File: config.mk
export PLATFORM = sky130hd
export DESIGN_NAME = nav_key_debounce
export DESIGN_NICKNAME = d
export VERILOG_FILES = /design/src/rtl/nav_key_pkg.sv /design/src/rtl/nav_key_channel.sv /design/src/rtl/nav_key_debounce.sv
export SDC_FILE = /design/constraint.sdc
export NUM_CORES = 1
export LEC_CHECK = 0
export CAP_MARGIN = 15
export CORE_MARGIN = 2
export CORE_UTILIZATION = 44
export DETAILED_ROUTE_END_ITERATION = 10
export GPL_ROUTABILITY_DRIVEN = 0
export PLACE_DENSITY = 0.69
export SYNTH_ARGS = -nofsm -noshare
export SYNTH_HDL_FRONTEND = slang
export SYNTH_HIERARCHICAL = 1
export SYNTH_SLANG_ARGS = --single-unit
File: constraint.sdc
create_clock -name clk -period 4.3 [get_ports clk]
set_clock_uncertainty 0.15 [all_clocks]
set_input_delay 0.43 -clock clk [delete_from_list [all_inputs] [get_ports clk]]
set_output_delay 0.43 -clock clk [all_outputs]
set_load 0.05 [all_outputs]
File: src/rtl/nav_key_pkg.sv
// Shared definitions for the navigation key conditioning block.
// Key indices follow the board pin order KEY1..KEY5.
package nav_key_pkg;

    localparam int NAV_KEY_NUM          = 5;
    localparam int NAV_KEY_DEBOUNCE_SIM = 16;

    typedef enum logic [2:0] {
        UP     = 3'd0,
        DOWN   = 3'd1,
        LEFT   = 3'd2,
        RIGHT  = 3'd3,
        CENTER = 3'd4
    } nav_key_idx_t;

    // Pin level that means "pressed".
    function automatic logic nav_key_active_level(input int active_low);
        return (active_low != 0) ? 1'b0 : 1'b1;
    endfunction

endpackage

File: src/rtl/nav_key_channel.sv
// One key: synchroniser, stability counter, debounced level and edge pulses.
// All outputs are registered; nothing from key_i reaches an output combinationally.
module nav_key_channel
    import nav_key_pkg::*;
#(
    parameter int DEBOUNCE_CYCLES = 1_000_000,
    parameter int SYNC_STAGES     = 2,
    parameter int ACTIVE_LOW      = 1
) (
    input  logic clk,
    input  logic sync_reset,
    input  logic key_i,
    output logic debounced_o,
    output logic pressed_o,
    output logic released_o
);

    localparam int             CW      = $clog2(DEBOUNCE_CYCLES);
    localparam logic [CW-1:0]  CNT_MAX = CW'(DEBOUNCE_CYCLES - 1);
    localparam logic           ACT     = nav_key_active_level(ACTIVE_LOW);
    localparam logic           IDLE    = ~ACT;

    logic [SYNC_STAGES-1:0] sync_q, sync_d;
    logic [CW-1:0]          cnt_q, cnt_d;
    logic                   stable_q, stable_d;
    logic                   pressed_q, pressed_d;
    logic                   released_q, released_d;
    logic                   synced;

    assign sync_d = {sync_q[SYNC_STAGES-2:0], key_i};
    assign synced = sync_q[SYNC_STAGES-1];

    // Any cycle that agrees with the stable level restarts the count.
    always_comb begin
        cnt_d      = '0;
        stable_d   = stable_q;
        pressed_d  = 1'b0;
        released_d = 1'b0;
        if (synced != stable_q) begin
            if (cnt_q == CNT_MAX) begin
                stable_d   = synced;
                pressed_d  = (synced == ACT);
                released_d = (synced != ACT);
            end else begin
                cnt_d = cnt_q + CW'(1);
            end
        end
    end

    always_ff @(posedge clk) begin
        if (sync_reset) begin
            sync_q     <= {SYNC_STAGES{IDLE}};
            cnt_q      <= '0;
            stable_q   <= IDLE;
            pressed_q  <= 1'b0;
            released_q <= 1'b0;
        end else begin
            sync_q     <= sync_d;
            cnt_q      <= cnt_d;
            stable_q   <= stable_d;
            pressed_q  <= pressed_d;
            released_q <= released_d;
        end
    end

    assign debounced_o = stable_q;
    assign pressed_o   = pressed_q;
    assign released_o  = released_q;

endmodule

File: src/rtl/nav_key_debounce.sv
// Five-way navigation switch conditioning: per-key debounce channels plus
// sticky press flags (write-1-to-clear) and a registered level interrupt.
module nav_key_debounce
    import nav_key_pkg::*;
#(
    parameter int NUM_KEYS        = NAV_KEY_NUM,
    parameter int DEBOUNCE_CYCLES = 1_000_000,
    parameter int SYNC_STAGES     = 2,
    parameter int ACTIVE_LOW      = 1
) (
    input  logic                clk,
    input  logic                sync_reset,
    input  logic [NUM_KEYS-1:0] keys_in,
    input  logic [NUM_KEYS-1:0] event_clear,
    output logic [NUM_KEYS-1:0] keys_debounced,
    output logic [NUM_KEYS-1:0] key_pressed,
    output logic [NUM_KEYS-1:0] key_released,
    output logic [NUM_KEYS-1:0] event_pending,
    output logic                int_out
);

    logic [NUM_KEYS-1:0] pend_q, pend_d;
    logic                int_q, int_d;

    for (genvar i = 0; i < NUM_KEYS; i++) begin : g_ch
        nav_key_channel #(
            .DEBOUNCE_CYCLES (DEBOUNCE_CYCLES),
            .SYNC_STAGES     (SYNC_STAGES),
            .ACTIVE_LOW      (ACTIVE_LOW)
        ) u_ch (
            .clk         (clk),
            .sync_reset  (sync_reset),
            .key_i       (keys_in[i]),
            .debounced_o (keys_debounced[i]),
            .pressed_o   (key_pressed[i]),
            .released_o  (key_released[i])
        );
    end

    // A press arriving with its own clear still leaves the flag set.
    assign pend_d = (pend_q & ~event_clear) | key_pressed;
    assign int_d  = |pend_q;

    always_ff @(posedge clk) begin
        if (sync_reset) begin
            pend_q <= '0;
            int_q  <= 1'b0;
        end else begin
            pend_q <= pend_d;
            int_q  <= int_d;
        end
    end

    assign event_pending = pend_q;
    assign int_out       = int_q;

endmodule
* Word level (Yosys, flattened, before mapping)
Index checks and enable logic that the tools add are counted.
Widths: inputs -> output; s select.
** Word-level totals
- Register bits after elaboration :: 131
- Output and inout port bits :: 21
- Logic and storage cells :: 76
- Input port bits :: 12
** Cells by class
- Reduce and logical (&&, ||, !) cells :: 16
- Equal/unequal tests :: 10
- Add/subtract/negate cells :: 5
- Bitwise operators :: 18
** Operator list (number)
- $add 20x1->20 const B :: 5
- $eq 20x20->1 const B :: 5
- $reduce_or 3->1 :: 10
- $not 1->1 :: 15
- $reduce_and 2->1 :: 5
- $and 5x5->5 :: 1
- $ne 1x1->1 :: 5
- $not 5->5 :: 1
- $or 5x5->5 :: 1
- $reduce_or 5->1 :: 1

* Depth between registers and ports, before layout
Gate-level depths: netlist of run 1.
- Depth after elaboration :: 3
- Mapped depth :: 7

* By module
The synthesis of run 1 kept the hierarchy.
** By module, submodules not included
- nav_key_channel :: area each 1091.0 um2, times used 5, cells each 121, sequential area each 500.5 um2
- nav_key_debounce :: area each 209.0 um2, times used 1, cells each 24, sequential area each 120.1 um2

* Worst setup path before layout of run 1
OpenSTA, ideal clock, no wires.
- Path kind :: register to register
- Start point :: register g_ch[0].u_ch.cnt_q[0]
- End point :: register g_ch[0].u_ch.cnt_q[10]
- Required time :: 4033 ps
- Library setup time :: 117 ps
- Arrival :: 1599 ps
- Path slack :: 2434 ps
- Cell stages (with the launch flop) :: 8
- Period minus slack after synthesis :: 1866 ps
- Path through :: dfxtp_1 > ha_1 > and3_1 > clkbuf_1 > nand4b_1 > o21ai_2 > buf_2 > nor2_1
** On the way
- Cells in the longest elaborated chain, start to end :: 2
** Ends and longest elaborated chain
- start, declared :: RTL line nav_key_channel.sv:24 : logic [CW-1:0] cnt_q, cnt_d;
- start signal, assigned :: RTL line nav_key_channel.sv:59 : cnt_q <= cnt_d;
- parallel branches: the longest is 2 deep, another holds $add 20x1->20
Parallel ways; which one is timed is not known.
A chain may end at the register's enable or synchronous reset.

* Worst setup path in the final report of run 1
- Start point :: register g_ch[0].u_ch.cnt_q[0]
- End point :: register g_ch[0].u_ch.cnt_q[13]
Same word-level chain as after synthesis.

==> results.py, run 1 <==
metrics = {
    "route": {
        "drt_iter0_markers": 296,
        "vias": 4493,
        "top_layer": "met4",
        "postRouteAntennaNets": 0,
        "viasPerCell": 5.32,
        "wl_per_cell_um": 14.0,
        "wl_met2_um": 5980,
        "firstDrtPassIters": 4,
        "wirelength_um": 11900,
        "met1_length_um": 5440,
        "drc": 0,
        "wl_met3_um": 301,
    },
    "clocking": {
        "htree_levels": 4,
        "cts_resized": 0,
        "clockBufferDepth": 2,
        "clk_pin_slew_ns": 0.05,
        "clock-sinks": 131,
        "clock_latency_ns": 0.41,
        "cts_tree": "built",
        "numCtsBuffers": 17,
        "post_cts_buffers": 0,
        "cts_root_buffer": "clkbuf_16",
        "ctsHoldBuffers": 0,
    },
    "place": {
        "portBuffers": 32,
        "dp_hpwl_um": 8350,
        "placed_area_um2": 6110,
    },
    "yosys": {
        "synthXorXnorAreaFrac_pct": 10.8,
        "yosys-top-cells-area": "dfxtp_1, nor2_1, xnor2_1",
        "ys_types": 33,
        "synth_compound_area_share_pct": 6.27,
        "ys_seq_elements": 131,
        "synth_nets": 646,
        "synth_top_area_share_pct": 46.3,
        "synth-seq-area-share_pct": 46.3,
        "yosys.area_share.simple_pct": 31.5,
        "netlist_instances": 629,
        "synth_fa_ha_area_share_pct": 1.10,
        "synth.area.mux_share_pct": 0.884,
        "syn_avg_cell_area_um2": 9.01,
        "yosys_warnings": 6,
        "synth_top_family_by_area": "simple AND/OR/NAND/NOR gates",
        "async_reset_ff_share_pct": 0,
        "syn_area_um2": 5660,
        "synth_edf_count": 0,
        "synth_top_flop_cell": "dfxtp_1",
        "yosys.area.top_type": "dfxtp_1",
    },
    "sta": {
        "max_freq_mhz": 438,
        "hold_viol_final": 0,
        "rsz0062_at_grt": "false",
        "setup_viol": 0,
        "post-route-period-util_pct": 53.0,
        "slew_headroom_pct": 36.0,
        "setup_tns_ns": 0,
        "worstMarginPinSlew_ns": 0.958,
        "maxSlewViolCount": 0,
        "finalCriticalPeriod_ns": 2.28,
    },
    "worst_setup_path": {
        "cp.required_ns": 4.40,
        "worstSetupPathType": "reg2reg",
        "crit_path_end_kind": "flip-flop",
        "cp-start-kind": "flip-flop",
        "cp_data_arrival_time_ns": 2.38,
        "crit_fanout": 19,
    },
    "die": {
        "pin_count": 33,
        "coreArea_um2": 12600,
        "dieHeight_um": 117,
        "die_area_um2": 13800,
        "start_util_pct": 44.9,
        "die_x_um": 117,
        "row_count": 41,
    },
    "final_layout": {
        "drive_above_1_share_pct": 12.0,
        "finish.instance_area_um2": 6690,
        "area.growth.synth_to_final_pct": 18.0,
        "num_antenna_cells": 0,
        "mostFrequentLayoutCell": "dfxtp_1",
        "nNetsFinal": 678,
        "final_cell_mix": "dfxtp_1, nor2_1, xnor2_1",
    },
    "status": {
        "run_status": "complete, no violations",
    },
    "pwr": {
        "p_leak_nw": 2.12,
        "peakVddDrop_uv": 290,
        "powerDensity_nw_per_um2": 396,
        "total_power_mw": 2.65,
    },
    "global_route": {
        "grt_max_degree": 28,
        "grt_pass1_vias": 4424,
        "antenna_found_initial": 0,
        "grt_pass1_wl_um": 20200,
        "track_usage_pct": 18.0,
        "grt_overflow_total": 0,
    },
    "worst_hold_path": {
        "min_path_type": "reg2reg",
    },
    "flow_run": {
        "max-cap-violations": 0,
    },
}
per-stage QoR:
stage                     util [%]  setup slack [ns]  std cells  hold WS (ns)
after floorplan                  -              2.43        629         0.239
after global placement        48.4              1.81        814         0.242
after detailed placement      48.4              1.76        814         0.243
after CTS                     53.0              2.01        845         0.256
after global routing          53.0              1.84        845         0.276
final                         53.0              2.02        845         0.257
sequential cells by signal (all words and copies together), names as in the netlist:
signal,cells
g_ch.u_ch/debounced_o,5
g_ch.u_ch/released_o,5
g_ch.u_ch/pressed_o,5
int_out,1
g_ch.u_ch/sync_q,10
event_pending,5
g_ch.u_ch/cnt_q,100
per-layer routing:
| metal | global-route usage (%) | vias to the layer above |
|---|---|---|
| met2 | 30.3 | 53 |
| met1 | 21.4 | 2152 |
| met4 | 7.68 | 0 |
| met5 | 0 | - |
| li1 | - | 2278 |
| met3 | 5.38 | 10 |
cells in the mapped netlist (all sizes together), types with 10 or more instances:
master / number
nand2b: 10
buf: 10
nand4: 35
or3: 20
o21ai: 20
inv: 20
and4: 15
nand2: 30
xnor2: 40
a21oi: 31
dfxtp: 131
or2: 10
nor4b: 10
nand3: 35
clkbuf: 10
nor2: 106
xor2: 30
nor3: 16
or4: 15
report_power, final:
group	leakage (nW)	total [mW]	switching (mW)	internal, mW
combinational	0.786	0.0346	0.0187	0.0159
sequential	1.06	1.22	0.00396	1.22
clock	0.281	1.39	0.501	0.889
critical path, cell delays in order, from the launching register on:
cell      delay [ns]
dfxtp_1         0.39
ha_1            0.22
and3_1          0.31
nand4b_1        0.21
o21ai_2         0.68
nor2_1          0.16
final cells by class:
class	count	area (µm²)
fill	1213	5930
clock inverter	10	108
sequential	131	2620
clock buffer	21	470
timing repair buffer	33	328
multi-input combinational	458	2870
tap	172	215
inverter	20	75.1
cells by family (layout without fill, tap and decap cells):
logic type	Yosys count	count (layout)
and+or+nand+nor	317	317
DFF	131	131
xor gates and xnor gates	70	70
AOI/OAI and AO/OA	61	61
buffers and inverters	40	84
adders and majority gates	5	5
muxes	5	5
worst paths after layout:
path,cells after the start,endpoint,startpoint,slack [ns]
max,5,g_ch[0].u_ch/cnt_q[13],g_ch[0].u_ch/cnt_q[0],2.02
min,1,g_ch[3].u_ch/sync_q[1],g_ch[3].u_ch/sync_q[0],0.26
max reg2reg,5,g_ch[0].u_ch/cnt_q[13],g_ch[0].u_ch/cnt_q[0],2.02
min reg2reg,1,g_ch[3].u_ch/sync_q[1],g_ch[3].u_ch/sync_q[0],0.26
(Power assumes the default switching activity.)
==> inputs of run 2 (changes only) <==
- clock period: 4.3 -> 2.1 ns (I/O delays scaled with it)
==> results.py, run 2 (same netlist as run 1, synthesis figures left out) <==
metrics = {
    "die": {
        "pin_count": 33,
        "die_x_um": 117,
        "coreArea_um2": 12600,
        "row_count": 41,
        "dieHeight_um": 117,
        "die_area_um2": 13800,
        "start_util_pct": 44.9,
    },
    "worst_setup_path": {
        "crit_family": "buffers and inverters",
        "crit_path_end_kind": "primary output",
        "slowest_delay_ns": 0.83,
        "slowest_stage": "clkdlybuf4s50_1",
        "cp-start-kind": "flip-flop",
        "cp_data_arrival_time_ns": 1.65,
        "startpoint": "event_pending[1]",
        "cp.required_ns": 1.74,
        "cp.depth": 1,
        "r2r-start": "g_ch[1].u_ch/cnt_q[9]",
        "worst-path-buf-inv": 1,
        "worstSetupPathType": "reg2out",
        "cp_cell_sequence": "clkdlybuf4s50_1",
        "reg2regPathDepth": 4,
        "crit_fanout": 3,
    },
    "global_route": {
        "grt_pass1_wl_um": 20400,
        "antenna_found_initial": 0,
        "grt_overflow_total": 0,
        "track_usage_pct": 17.9,
        "grt_max_degree": 30,
        "grt_pass1_vias": 4566,
    },
    "pwr": {
        "swShare_pct": 19.0,
        "p_switching_mw": 1.08,
        "p_int_mw": 4.58,
        "p_leak_nw": 2.24,
        "peakVddDrop_uv": 589,
        "combPwrFrac_pct": 1.4,
        "powerDensity_nw_per_um2": 825,
        "seqPwrFrac_pct": 44.4,
        "clockPowerShare_pct": 54.2,
        "total_power_mw": 5.65,
    },
    "clocking": {
        "htree_levels": 4,
        "clock-sinks": 131,
        "numCtsBuffers": 17,
        "clockBufferDepth": 2,
        "cts_root_buffer": "clkbuf_16",
        "cts_resized": 0,
        "clk_pin_slew_ns": 0.06,
        "clock_latency_ns": 0.42,
        "post_cts_buffers": 0,
        "ctsHoldBuffers": 0,
        "cts_tree": "built",
    },
    "sta": {
        "maxSlewViolCount": 0,
        "finalCriticalPeriod_ns": 2.01,
        "max_freq_mhz": 498,
        "worstMarginPinSlew_ns": 0.530,
        "post-route-period-util_pct": 95.6,
        "rsz0062_at_grt": "false",
        "setup_viol": 0,
        "setup_tns_ns": 0,
        "hold_viol_final": 0,
        "slew_headroom_pct": 64.6,
    },
    "final_layout": {
        "final_cell_mix": "dfxtp_1, nor2_1, xnor2_1",
        "largest_register": "g_ch.u_ch/cnt_q",
        "mostFrequentLayoutCell": "dfxtp_1",
        "fin_util_pct": 54.3,
        "nFillCells": 1184,
        "num_antenna_cells": 0,
        "drive_above_1_share_pct": 13.8,
        "reg_top3": "g_ch.u_ch/cnt_q: 100 flops, g_ch.u_ch/sync_q: 10 flops",
        "finish.instance_area_um2": 6850,
        "nNetsFinal": 693,
        "fin_cells": 861,
        "largest_register_ffs": 100,
        "area.growth.synth_to_final_pct": 21.0,
    },
    "place": {
        "placed_area_um2": 6230,
        "dp_cells": 829,
        "dp_hpwl_um": 8190,
        "portBuffers": 32,
    },
    "worst_hold_path": {
        "holdPathStages": 2,
        "hp-start": "keys_in[1]",
        "min_path_type": "in2reg",
    },
    "route": {
        "postRouteAntennaNets": 0,
        "drt_iter0_markers": 278,
        "viasPerCell": 5.29,
        "vias": 4558,
        "wirelength_um": 11500,
        "firstDrtPassIters": 4,
        "drc": 0,
        "wl_per_cell_um": 13.4,
    },
    "flow_run": {
        "max-cap-violations": 0,
    },
    "status": {
        "run_status": "complete, no violations",
    },
}
==> run 2: changes by cell type in the layout (fill, tap and decap cells not counted) <==
| cell | before | now |
|---|---|---|
| bufinv_16 | 2 | 4 |
| dlymetal6s2s_1 | 0 | 1 |
| buf_4 | 1 | 15 |
| clkdlybuf4s50_1 | 32 | 31 |
| clkinv_2 | 5 | 4 |
| buf_12 | 0 | 1 |
| clkbuf_1 | 1 | 3 |
| clkbuf_8 | 3 | 2 |
| clkinvlp_4 | 3 | 2 |
==> run 2: area by class of cell <==
type | instances | area [µm²] | share of cell area [%]
clock inverter | 10 | 155 | 2.26
clock buffer | 22 | 464 | 6.77
sequential | 131 | 2620 | 38.3
tap | 172 | 215 | 3.14
timing repair buffer | 48 | 455 | 6.64
inverter | 20 | 75.1 | 1.10
multi-input combinational | 458 | 2870 | 41.8
==> run 2: stage by stage <==
stage / setup WS [ns] / hold slack (ns)
final: 0.0914 / 0.202
after global routing: 0.0321 / 0.201
after CTS: 0.0130 / 0.192
after detailed placement: 0.215 / 0.249
after global placement: 0.262 / 0.241
after floorplan: 0.234 / 0.129
==> run 2: power by group through the flow <==
stage | Sequential (mW) | Combinational (mW) | Clock (mW)
2_1_floorplan | 2.56 | 0.0321 | 0
3_3_place_gp | 2.56 | 0.0789 | 0
3_5_place_dp | 2.56 | 0.0804 | 0
4_1_cts | 2.51 | 0.0809 | 3.13
5_1_grt | 2.51 | 0.0892 | 3.24
6_report | 2.51 | 0.0793 | 3.07
==> run 2: layer usage <==
metal  part of all wire (%)  track usage, %
met1                     48            22.0
met2                     47            29.5
met3                    4.2            5.38
met4                    1.3            7.15
met5                      0               0
==> run 2: final timing paths <==
| path | slack (ns) | endpoint |
|---|---|---|
| worst max-delay path | 0.09 | event_pending[1] |
| worst min-delay path | 0.20 | g_ch[1].u_ch/sync_q[0] |
| worst max register to register | 0.11 | g_ch[1].u_ch/debounced_o |
| worst min register to register | 0.26 | g_ch[2].u_ch/sync_q[1] |
